$ cat config.mk
export PLATFORM = sky130hd
export DESIGN_NAME = uart_wb_host_flat
export DESIGN_NICKNAME = d
export VERILOG_FILES = /design/src/rtl/uart_wb_host_if.sv /design/src/rtl/uart_wb_host.sv /design/src/flat_wrapper.sv
export SDC_FILE = /design/constraint.sdc
export NUM_CORES = 1
export LEC_CHECK = 0
export ABC_AREA = 1
export BUFFER_PORTS_ARGS = -buffer_cell sky130_fd_sc_hd__buf_2
export CORE_UTILIZATION = 35
export CTS_CLUSTER_SIZE = 24
export DETAILED_ROUTE_END_ITERATION = 10
export SYNTH_ARGS = -nofsm -noshare
export SYNTH_HDL_FRONTEND = slang
export SYNTH_SLANG_ARGS = --single-unit
$ cat constraint.sdc
create_clock -name clk -period 1.5 [get_ports clk]
set_input_delay 0.15 -clock clk [delete_from_list [all_inputs] [get_ports clk]]
set_output_delay 0.15 -clock clk [all_outputs]
set_load 0.02 [all_outputs]
$ cat src/rtl/uart_wb_host_if.sv
// Wishbone-style register port between uart_wb_host (master) and the uart slave pins.
interface uart_wb_host_if;
    logic [1:0] wb_addr;
    logic [7:0] wb_data_out;
    logic [7:0] wb_data_in;
    logic       wb_we;
    logic       wb_stb;
    logic       wb_ack;

    modport master (
        output wb_addr, wb_data_out, wb_we, wb_stb,
        input  wb_data_in, wb_ack
    );

    modport slave (
        input  wb_addr, wb_data_out, wb_we, wb_stb,
        output wb_data_in, wb_ack
    );
endinterface

$ cat src/rtl/uart_wb_host.sv
// Byte-stream to uart register-port initiator: polls status, writes held TX bytes,
// reads RX bytes, and aborts bus cycles that are never acknowledged.
module uart_wb_host #(
    parameter int unsigned POLL_INTERVAL = 64,
    parameter int unsigned ACK_TIMEOUT   = 255
) (
    input  logic           clk,
    input  logic           reset_n,
    input  logic [7:0]     tx_data,
    input  logic           tx_valid,
    output logic           tx_ready,
    output logic [7:0]     rx_data,
    output logic           rx_valid,
    output logic           bus_err,
    output logic [2:0]     dbg_state_o,
    uart_wb_host_if.master wb
);
    localparam logic [15:0] POLL_RELOAD = 16'(POLL_INTERVAL - 1);
    localparam logic [15:0] TO_LAST     = 16'(ACK_TIMEOUT - 1);
    localparam logic [1:0]  A_TXD  = 2'd0;
    localparam logic [1:0]  A_STAT = 2'd1;
    localparam logic [1:0]  A_RXD  = 2'd2;

    // S_DEC is the mandatory strobe-low cycle after a status read; it also decodes the result.
    typedef enum logic [2:0] {S_IDLE, S_STAT, S_DEC, S_TXW, S_RXR} state_e;

    state_e      state_q, state_d;
    logic [7:0]  hold_data_q, hold_data_d;
    logic        hold_full_q, hold_full_d;
    logic [1:0]  status_q, status_d;
    logic        rx_pend_q, rx_pend_d;
    logic [15:0] poll_cnt_q, poll_cnt_d;
    logic [15:0] to_cnt_q, to_cnt_d;
    logic        stb_q, stb_d;
    logic        we_q, we_d;
    logic [1:0]  addr_q, addr_d;
    logic [7:0]  wdata_q, wdata_d;
    logic [7:0]  rx_data_q, rx_data_d;
    logic        rx_valid_q, rx_valid_d;
    logic        bus_err_q, bus_err_d;

    always_ff @(posedge clk or negedge reset_n) begin
        if (!reset_n) begin
            state_q     <= S_IDLE;
            hold_data_q <= 8'h00;
            hold_full_q <= 1'b0;
            status_q    <= 2'b00;
            rx_pend_q   <= 1'b0;
            poll_cnt_q  <= POLL_RELOAD;
            to_cnt_q    <= 16'd0;
            stb_q       <= 1'b0;
            we_q        <= 1'b0;
            addr_q      <= 2'd0;
            wdata_q     <= 8'h00;
            rx_data_q   <= 8'h00;
            rx_valid_q  <= 1'b0;
            bus_err_q   <= 1'b0;
        end else begin
            state_q     <= state_d;
            hold_data_q <= hold_data_d;
            hold_full_q <= hold_full_d;
            status_q    <= status_d;
            rx_pend_q   <= rx_pend_d;
            poll_cnt_q  <= poll_cnt_d;
            to_cnt_q    <= to_cnt_d;
            stb_q       <= stb_d;
            we_q        <= we_d;
            addr_q      <= addr_d;
            wdata_q     <= wdata_d;
            rx_data_q   <= rx_data_d;
            rx_valid_q  <= rx_valid_d;
            bus_err_q   <= bus_err_d;
        end
    end

    // Stream handshake: a byte transfers on a rising edge where tx_valid && tx_ready;
    // tx_ready is low from the accepting edge until the edge that completes its TX write.
    always_comb begin
        state_d     = state_q;
        hold_data_d = hold_data_q;
        hold_full_d = hold_full_q;
        status_d    = status_q;
        rx_pend_d   = rx_pend_q;
        poll_cnt_d  = poll_cnt_q;
        to_cnt_d    = to_cnt_q;
        stb_d       = stb_q;
        we_d        = we_q;
        addr_d      = addr_q;
        wdata_d     = wdata_q;
        rx_data_d   = rx_data_q;
        rx_valid_d  = 1'b0;
        bus_err_d   = 1'b0;

        if (tx_valid && !hold_full_q) begin
            hold_full_d = 1'b1;
            hold_data_d = tx_data;
        end

        unique case (state_q)
            S_IDLE: begin
                if (hold_full_q || rx_pend_q || (poll_cnt_q == 16'd0)) begin
                    state_d    = S_STAT;
                    stb_d      = 1'b1;
                    addr_d     = A_STAT;
                    we_d       = 1'b0;
                    to_cnt_d   = 16'd0;
                    poll_cnt_d = POLL_RELOAD;
                    rx_pend_d  = 1'b0;
                end else begin
                    poll_cnt_d = poll_cnt_q - 16'd1;
                end
            end
            S_DEC: begin
                to_cnt_d = 16'd0;
                if (hold_full_q && !status_q[0]) begin
                    state_d = S_TXW;
                    stb_d   = 1'b1;
                    addr_d  = A_TXD;
                    we_d    = 1'b1;
                    wdata_d = hold_data_q;
                end else if (status_q[1]) begin
                    state_d = S_RXR;
                    stb_d   = 1'b1;
                    addr_d  = A_RXD;
                    we_d    = 1'b0;
                end else begin
                    state_d = S_IDLE;
                end
            end
            S_STAT, S_TXW, S_RXR: begin
                if (wb.wb_ack) begin
                    stb_d = 1'b0;
                    if (state_q == S_STAT) begin
                        status_d = wb.wb_data_in[1:0];
                        state_d  = S_DEC;
                    end else if (state_q == S_TXW) begin
                        hold_full_d = 1'b0;
                        rx_pend_d   = status_q[1];
                        state_d     = S_IDLE;
                    end else begin
                        rx_data_d  = wb.wb_data_in;
                        rx_valid_d = 1'b1;
                        state_d    = S_IDLE;
                    end
                end else if (to_cnt_q == TO_LAST) begin
                    // Abandon the cycle; a held byte stays put and is retried from IDLE.
                    stb_d     = 1'b0;
                    bus_err_d = 1'b1;
                    state_d   = S_IDLE;
                end else begin
                    to_cnt_d = to_cnt_q + 16'd1;
                end
            end
            default: begin
                state_d = S_IDLE;
                stb_d   = 1'b0;
            end
        endcase
    end

    assign tx_ready       = !hold_full_q;
    assign rx_data        = rx_data_q;
    assign rx_valid       = rx_valid_q;
    assign bus_err        = bus_err_q;
    assign dbg_state_o    = state_q;
    assign wb.wb_stb      = stb_q;
    assign wb.wb_we       = we_q;
    assign wb.wb_addr     = addr_q;
    assign wb.wb_data_out = wdata_q;
endmodule

$ cat src/flat_wrapper.sv
// flat-port wrapper written by rule: the top's interface ports become plain ports
module uart_wb_host_flat 
#(
    parameter int unsigned POLL_INTERVAL = 64,
    parameter int unsigned ACK_TIMEOUT   = 255
)
  (clk, reset_n, tx_data, tx_valid, tx_ready, rx_data, rx_valid, bus_err, dbg_state_o, wb_wb_addr, wb_wb_data_out, wb_wb_we, wb_wb_stb, wb_wb_data_in, wb_wb_ack);
  uart_wb_host_if wb_i ();
  input  logic clk;
  input  logic reset_n;
  input  logic [7:0] tx_data;
  input  logic tx_valid;
  output logic tx_ready;
  output logic [7:0] rx_data;
  output logic rx_valid;
  output logic bus_err;
  output logic [2:0] dbg_state_o;
  output wire logic [$bits(wb_i.wb_addr)-1:0] wb_wb_addr;
  output wire logic [$bits(wb_i.wb_data_out)-1:0] wb_wb_data_out;
  output wire logic [$bits(wb_i.wb_we)-1:0] wb_wb_we;
  output wire logic [$bits(wb_i.wb_stb)-1:0] wb_wb_stb;
  input wire logic [$bits(wb_i.wb_data_in)-1:0] wb_wb_data_in;
  input wire logic [$bits(wb_i.wb_ack)-1:0] wb_wb_ack;
  assign wb_wb_addr = wb_i.wb_addr;
  assign wb_wb_data_out = wb_i.wb_data_out;
  assign wb_wb_we = wb_i.wb_we;
  assign wb_wb_stb = wb_i.wb_stb;
  assign wb_i.wb_data_in = wb_wb_data_in;
  assign wb_i.wb_ack = wb_wb_ack;
  uart_wb_host #(.POLL_INTERVAL(POLL_INTERVAL), .ACK_TIMEOUT(ACK_TIMEOUT)) u_core (.clk(clk), .reset_n(reset_n), .tx_data(tx_data), .tx_valid(tx_valid), .tx_ready(tx_ready), .rx_data(rx_data), .rx_valid(rx_valid), .bus_err(bus_err), .dbg_state_o(dbg_state_o), .wb(wb_i));
endmodule
# After elaboration in Yosys (flattened, before gate mapping)
# Index checks and enable logic that the tools add are counted.
classes:
  n_eq_ne: 13
  muxes: 42
  reduce_logical: 20
  add_sub_neg: 2
  n_bitwise: 2
ops:
  columns: ["op", "n"]
  rows:
  - ["2-to-1 mux 16 bit", 4]
  - ["one-hot mux 16 bit (3 select lines)", 1]
  - ["2-to-1 mux 1 bit", 23]
  - ["adder 16 x 1 -> 16 bit, second input constant", 1]
  - ["== test 16 x 8 -> 1 bit, second input constant", 1]
  - ["zero test 16 bit", 1]
  - ["subtractor 16 x 1 -> 16 bit, second input constant", 1]
  - ["2-to-1 mux 3 bit", 5]
  - ["one-hot mux 3 bit (3 select lines)", 1]
  - ["AND reduction 3 bit", 3]
  - ["2-to-1 mux 2 bit", 4]
  - ["inequality test 2 bit, second input constant", 4]
  - ["AND reduction 4 bit", 2]
  - ["== test 3 x 2 -> 1 bit, second input constant", 2]
  - ["AND reduction 5 bit", 1]
  - ["inequality test 2 x 1 -> 1 bit, second input constant", 2]
  - ["one-hot mux 1 bit (2 select lines)", 2]
  - ["one-hot mux 2 bit (2 select lines)", 1]
  - ["AND reduction 2 bit", 2]
  - ["nonzero test 2 bit", 2]
  - ["== test 3 x 1 -> 1 bit, second input constant", 1]
  - ["== test 3 bit, second input constant", 1]
  - ["zero test 3 bit", 1]
  - ["inequality test 3 x 1 -> 1 bit, second input constant", 1]
  - ["8 further kinds", 12]
word_totals:
  input_bits: 20
  regBits: 69
  out_inout_bits: 26
  word_cells: 93

# Longest topological paths before layout
depth:
  word_depth: 7
  ltp_mapped: 10
  depth_no_buf: 10

# Least setup slack after synthesis
# No wires, ideal clock.
synth_path:
  path_kind: "register to register"
  start: "register u_core.poll_cnt_q[0]"
  end: "register u_core.stb_q (netlist: u_core.wb.wb_stb)"
  setup_time_ns: 0.121
  setup_slack_ns: -0.156
  synth_period_minus_slack_ns: 1.656
  t_required_ns: 1.379
  arrival_time_ns: 1.536
  stages_incl_launch_ff: 10
  path_buffers: 1
  cell_sequence: "dfstp_2 -> inv_1 -> ha_1 -> nand3_1 -> nor2_1 -> nand2_1 -> nand3_1 -> buf_2 -> nand3_1 -> nand2_1"
synth_between:
  elab_chain_cells: 4
synth_lines:
  columns: ["element", "line_no", "text"]
  rows:
  - ["start, declared", "uart_wb_host.sv:32", "logic [15:0] poll_cnt_q, poll_cnt_d;"]
  - ["start signal, assigned", "uart_wb_host.sv:64", "poll_cnt_q <= poll_cnt_d;"]
  - ["zero test 16 bit", "uart_wb_host.sv:101", "if (hold_full_q || rx_pend_q || (poll_cnt_q == 16'd0)) begin"]
  - ["logical OR 1 bit", "uart_wb_host.sv:101", null]
  - ["inequality test 2 x 1 -> 1 bit (no source line)", null, null]
  - ["AND reduction 3 bit (no source line)", null, null]
  - ["end signal, assigned", "uart_wb_host.sv:66", "stb_q <= stb_d;"]
  - ["end, declared", "uart_wb_host.sv:34", "logic stb_q, stb_d;"]
# Every way passes these cells.
# A chain may end at the register's enable or synchronous reset.

# Worst setup path in the final report
layout_path:
  start: "register u_core.poll_cnt_q[1]"
  end: "register u_core.to_cnt_q[9]"
layout_between:
  elab_chain_cells: 4
layout_lines:
  columns: ["element", "line_no", "text"]
  rows:
  - ["zero test 16 bit", "uart_wb_host.sv:101", null]
  - ["logical OR 1 bit", "uart_wb_host.sv:101", null]
  - ["inequality test 2 x 1 -> 1 bit (no source line)", null, null]
  - ["AND reduction 4 bit (no source line)", null, null]
  - ["end signal, assigned", "uart_wb_host.sv:65", "to_cnt_q <= to_cnt_d;"]
  - ["end, declared", "uart_wb_host.sv:33", "logic [15:0] to_cnt_q, to_cnt_d;"]
# Every way passes these cells.

==> results.py <==
metrics = {
    "clock_network": {
        "htreeDepth": 3,
        "clock_path_buffers": 2,
        "numCtsBuffers": 9,
        "cts-root-buf": "clkbuf_8",
        "clkLatencyLatePin_ns": 0.35,
        "path_clk_slew_ns": 0.08,
        "clock_sinks": 69,
        "cts_tree": "yes",
    },
    "route": {
        "vias": 3488,
        "drt_iter0_drc": 164,
        "viasPerCell": 4.69,
        "wl_per_cell_um": 12.6,
        "antenna_left": 0,
        "remaining_drc_errors": 0,
        "drt-total-wl_mm": 9.36,
        "first_pass_iters": 4,
    },
    "placement": {
        "port-buffer-count": 45,
        "dpl-instance-area_um2": 4580,
        "dp.cells": 711,
        "dp_hpwl_mm": 6.41,
        "gp_congestion": 0.822,
    },
    "power": {
        "cellPowerDensity_nw_per_um2": 1550,
        "p_clk_share_pct": 19.4,
        "p_leak_nw": 2.56,
        "switching_share_pct": 41.2,
        "ir_drop_uv": 1190,
        "combPwrFrac_pct": 47.1,
        "p_seq_share_pct": 33.5,
        "p_sw_mw": 3.29,
        "p_int_mw": 4.70,
    },
    "final_layout": {
        "instances_no_fill": 743,
        "area_growth_pct": 41.9,
        "n_fill_cell": 955,
        "n_antenna_cell": 0,
        "final_nets": 628,
        "multi_input_area_um2": 1960,
        "final_area_um2": 5140,
        "drive_gt1_share_pct": 36.6,
        "seqCellArea_um2": 1740,
    },
    "global_routing": {
        "grt_max_degree": 70,
        "first_global_vias": 3450,
        "grt_pass1_wl_mm": 15.6,
        "antenna_found_initial": 0,
        "overflow": 0,
        "track_usage_pct": 17.9,
    },
    "timing": {
        "final-hold-violation-count": 0,
        "finalMaxSlewViolations": 0,
        "fin_skew_ns": 0.0107,
        "fmax_mhz": 631,
        "relSlewSlack_pct": 74.1,
        "rsz0062_at_grt": "yes",
        "period_needed_ns": 1.59,
        "worst_slew_pin_slew_ns": 0.388,
        "timing.hold.ws_ns": 0.0106,
        "setup-violations-final": 25,
        "fin_ws_ns": -0.0852,
        "final.period_utilization_pct": 106,
    },
    "flow_run": {
        "cap_violations": 0,
    },
    "floorplanning": {
        "dieArea_um2": 10800,
        "start_util_pct": 36.6,
        "boundaryPins": 46,
        "die_y_um": 104,
        "core_area_um2": 9910,
        "rows": 36,
        "die_w_um": 104,
    },
    "synth": {
        "yosysSeqAreaShare_pct": 47.9,
        "yosysTopAreaCellShare_pct": 43.5,
        "synth.distinct_cells": 35,
        "syn_area_um2": 3620,
        "synth.net_count": 490,
        "postSynthCellCount": 467,
        "yosysTopAreaCell": "dfrtp_1",
        "async_flop_share_pct": 100,
        "yosysWarningCount": 0,
        "syn_area_per_cell_um2": 7.76,
        "ys_seq_elements": 69,
        "synth-edff-count": 0,
        "yosys-top-cells-area": "dfrtp_1 44%, nand2_1 18%, nor2_1 7.4%",
        "yosysMostFrequentCell": "nand2_1",
        "ys_top_cells_by_count": "177 x nand2_1, 71 x nor2_1, 63 x dfrtp_1",
        "synthFlopType": "dfrtp_1",
    },
    "worst_setup_path": {
        "cp_max_fo": 5,
        "worstPathArrival_ns": 1.83,
        "r2r_setup_slack_ns": -0.09,
        "crit_type": "flip-flop to flip-flop",
        "critPathRequiredTime_ns": 1.74,
        "cp-end-kind": "flip-flop",
        "cp-start-kind": "flip-flop",
    },
    "hold_path": {
        "hp-class": "input pin to flip-flop",
    },
    "outcome": {
        "status": "finished with violations",
        "violations": "setup timing",
    },
}
## path summary, 6_finish.rpt
path	start	cells past startpoint	endpoint
max	u_core.poll_cnt_q[1]	10	u_core.to_cnt_q[9]
min	wb_wb_data_in[3]	3	u_core.rx_data[3]
max reg2reg	u_core.poll_cnt_q[1]	10	u_core.to_cnt_q[9]
min reg2reg	u_core.wb.wb_data_out[2]	2	u_core.wb.wb_data_out[2]
max in group asynchronous	reset_n	3	u_core.poll_cnt_q[5]
min in group asynchronous	reset_n	3	u_core.to_cnt_q[14]
## through the flow
stage / util (%) / worst slack, ns / TNS (ns) / power [mW]
2_1_floorplan: - / -0.0170 / -0.0170 / 4.59
3_3_place_gp: 46.2 / -0.0466 / -0.850 / 5.88
3_5_place_dp: 46.2 / -0.110 / -2.40 / 5.97
4_1_cts: 50.3 / -0.0701 / -1.06 / 7.76
5_1_grt: 51.9 / -0.164 / -4.36 / 8.52
6_report: 51.9 / -0.0852 / -1.47 / 7.99
## cell families (layout without fill, tap and decap cells)
| group | after synthesis | count (layout) | synth area share [%] |
|---|---|---|---|
| AO/OA/AOI/OAI | 30 | 30 | 4.90 |
| XOR/XNOR | 9 | 9 | 2.18 |
| adder cells (fa/ha/maj) | 3 | 3 | 1.04 |
| buffers and inverters | 42 | 182 | 4.80 |
| flip-flops | 69 | 69 | 47.9 |
| multiplexers | 7 | 7 | 2.18 |
| AND/OR/NAND/NOR | 307 | 310 | 37.1 |
## power groups by stage
stage	Clock, mW	Combinational, mW	Sequential (mW)
finish	1.55	3.76	2.68
global route	1.68	4.10	2.74
CTS	1.58	3.51	2.67
detailed placement	0	3.27	2.70
global placement	0	3.19	2.69
floorplan	0	1.57	3.02
## registers in the layout, summed over array words and instances, names as in the netlist, 2 cells and up
signal / cells
u_core.hold_data_q: 8
u_core.wb.wb_data_out: 8
u_core.status_q: 2
u_core.dbg_state_o: 3
u_core.rx_data: 8
u_core.to_cnt_q: 16
u_core.poll_cnt_q: 16
u_core.wb.wb_addr: 2
## layer usage
metal	vias up	wire, µm	global-route usage (%)
li1	1767	-	-
met1	1637	4250	22.0
met2	74	4630	31.8
met3	10	399	3.78
met4	0	73	4.39
met5	-	0	0
## layout make-up
type,count,area share [%]
Tap cell,133,3.24
Multi-Input combinational cell,359,38.2
Inverter,38,2.87
Clock buffer,10,2.68
Timing Repair Buffer,128,18.0
Clock inverter,6,1.22
Sequential cell,69,33.8
## critical path, stage by stage (launching register included)
cell     delay (ns)
dfstp_2        0.55
inv_2          0.05
ha_4           0.16
nand3_4        0.09
nor2_4         0.05
nand2_4        0.08
nand2_4        0.09
nor2_4         0.19
nor2_4         0.09
nand2_1        0.07
nand2_1        0.05
## layout by cell type (no fill, tap or decap), drive strengths merged
cell type,count
a21oi,5
a22oi,1
a31oi,1
buf,122
bufinv,1
clkbuf,10
clkinv,2
clkinvlp,3
dfrtp,63
dfstp,6
dlygate4sd3,6
ha,3
inv,38
mux2,7
nand2,181
nand3,33
nand4,10
nor2,81
nor3,2
nor4,1
o211ai,1
o21a,1
o21ai,18
o21bai,3
or2,2
xnor2,6
xor2,3
## repair_timing
item	CTS	global route
setup buffers	6	2
gates cloned	1	2
pin swaps	9	13
hold buffers	6	0
setup endpoints to repair	36	45
endpoints found under the hold margin	68	0
gates resized for setup	22	39
No activity file was read; power rests on OpenSTA's default activity.
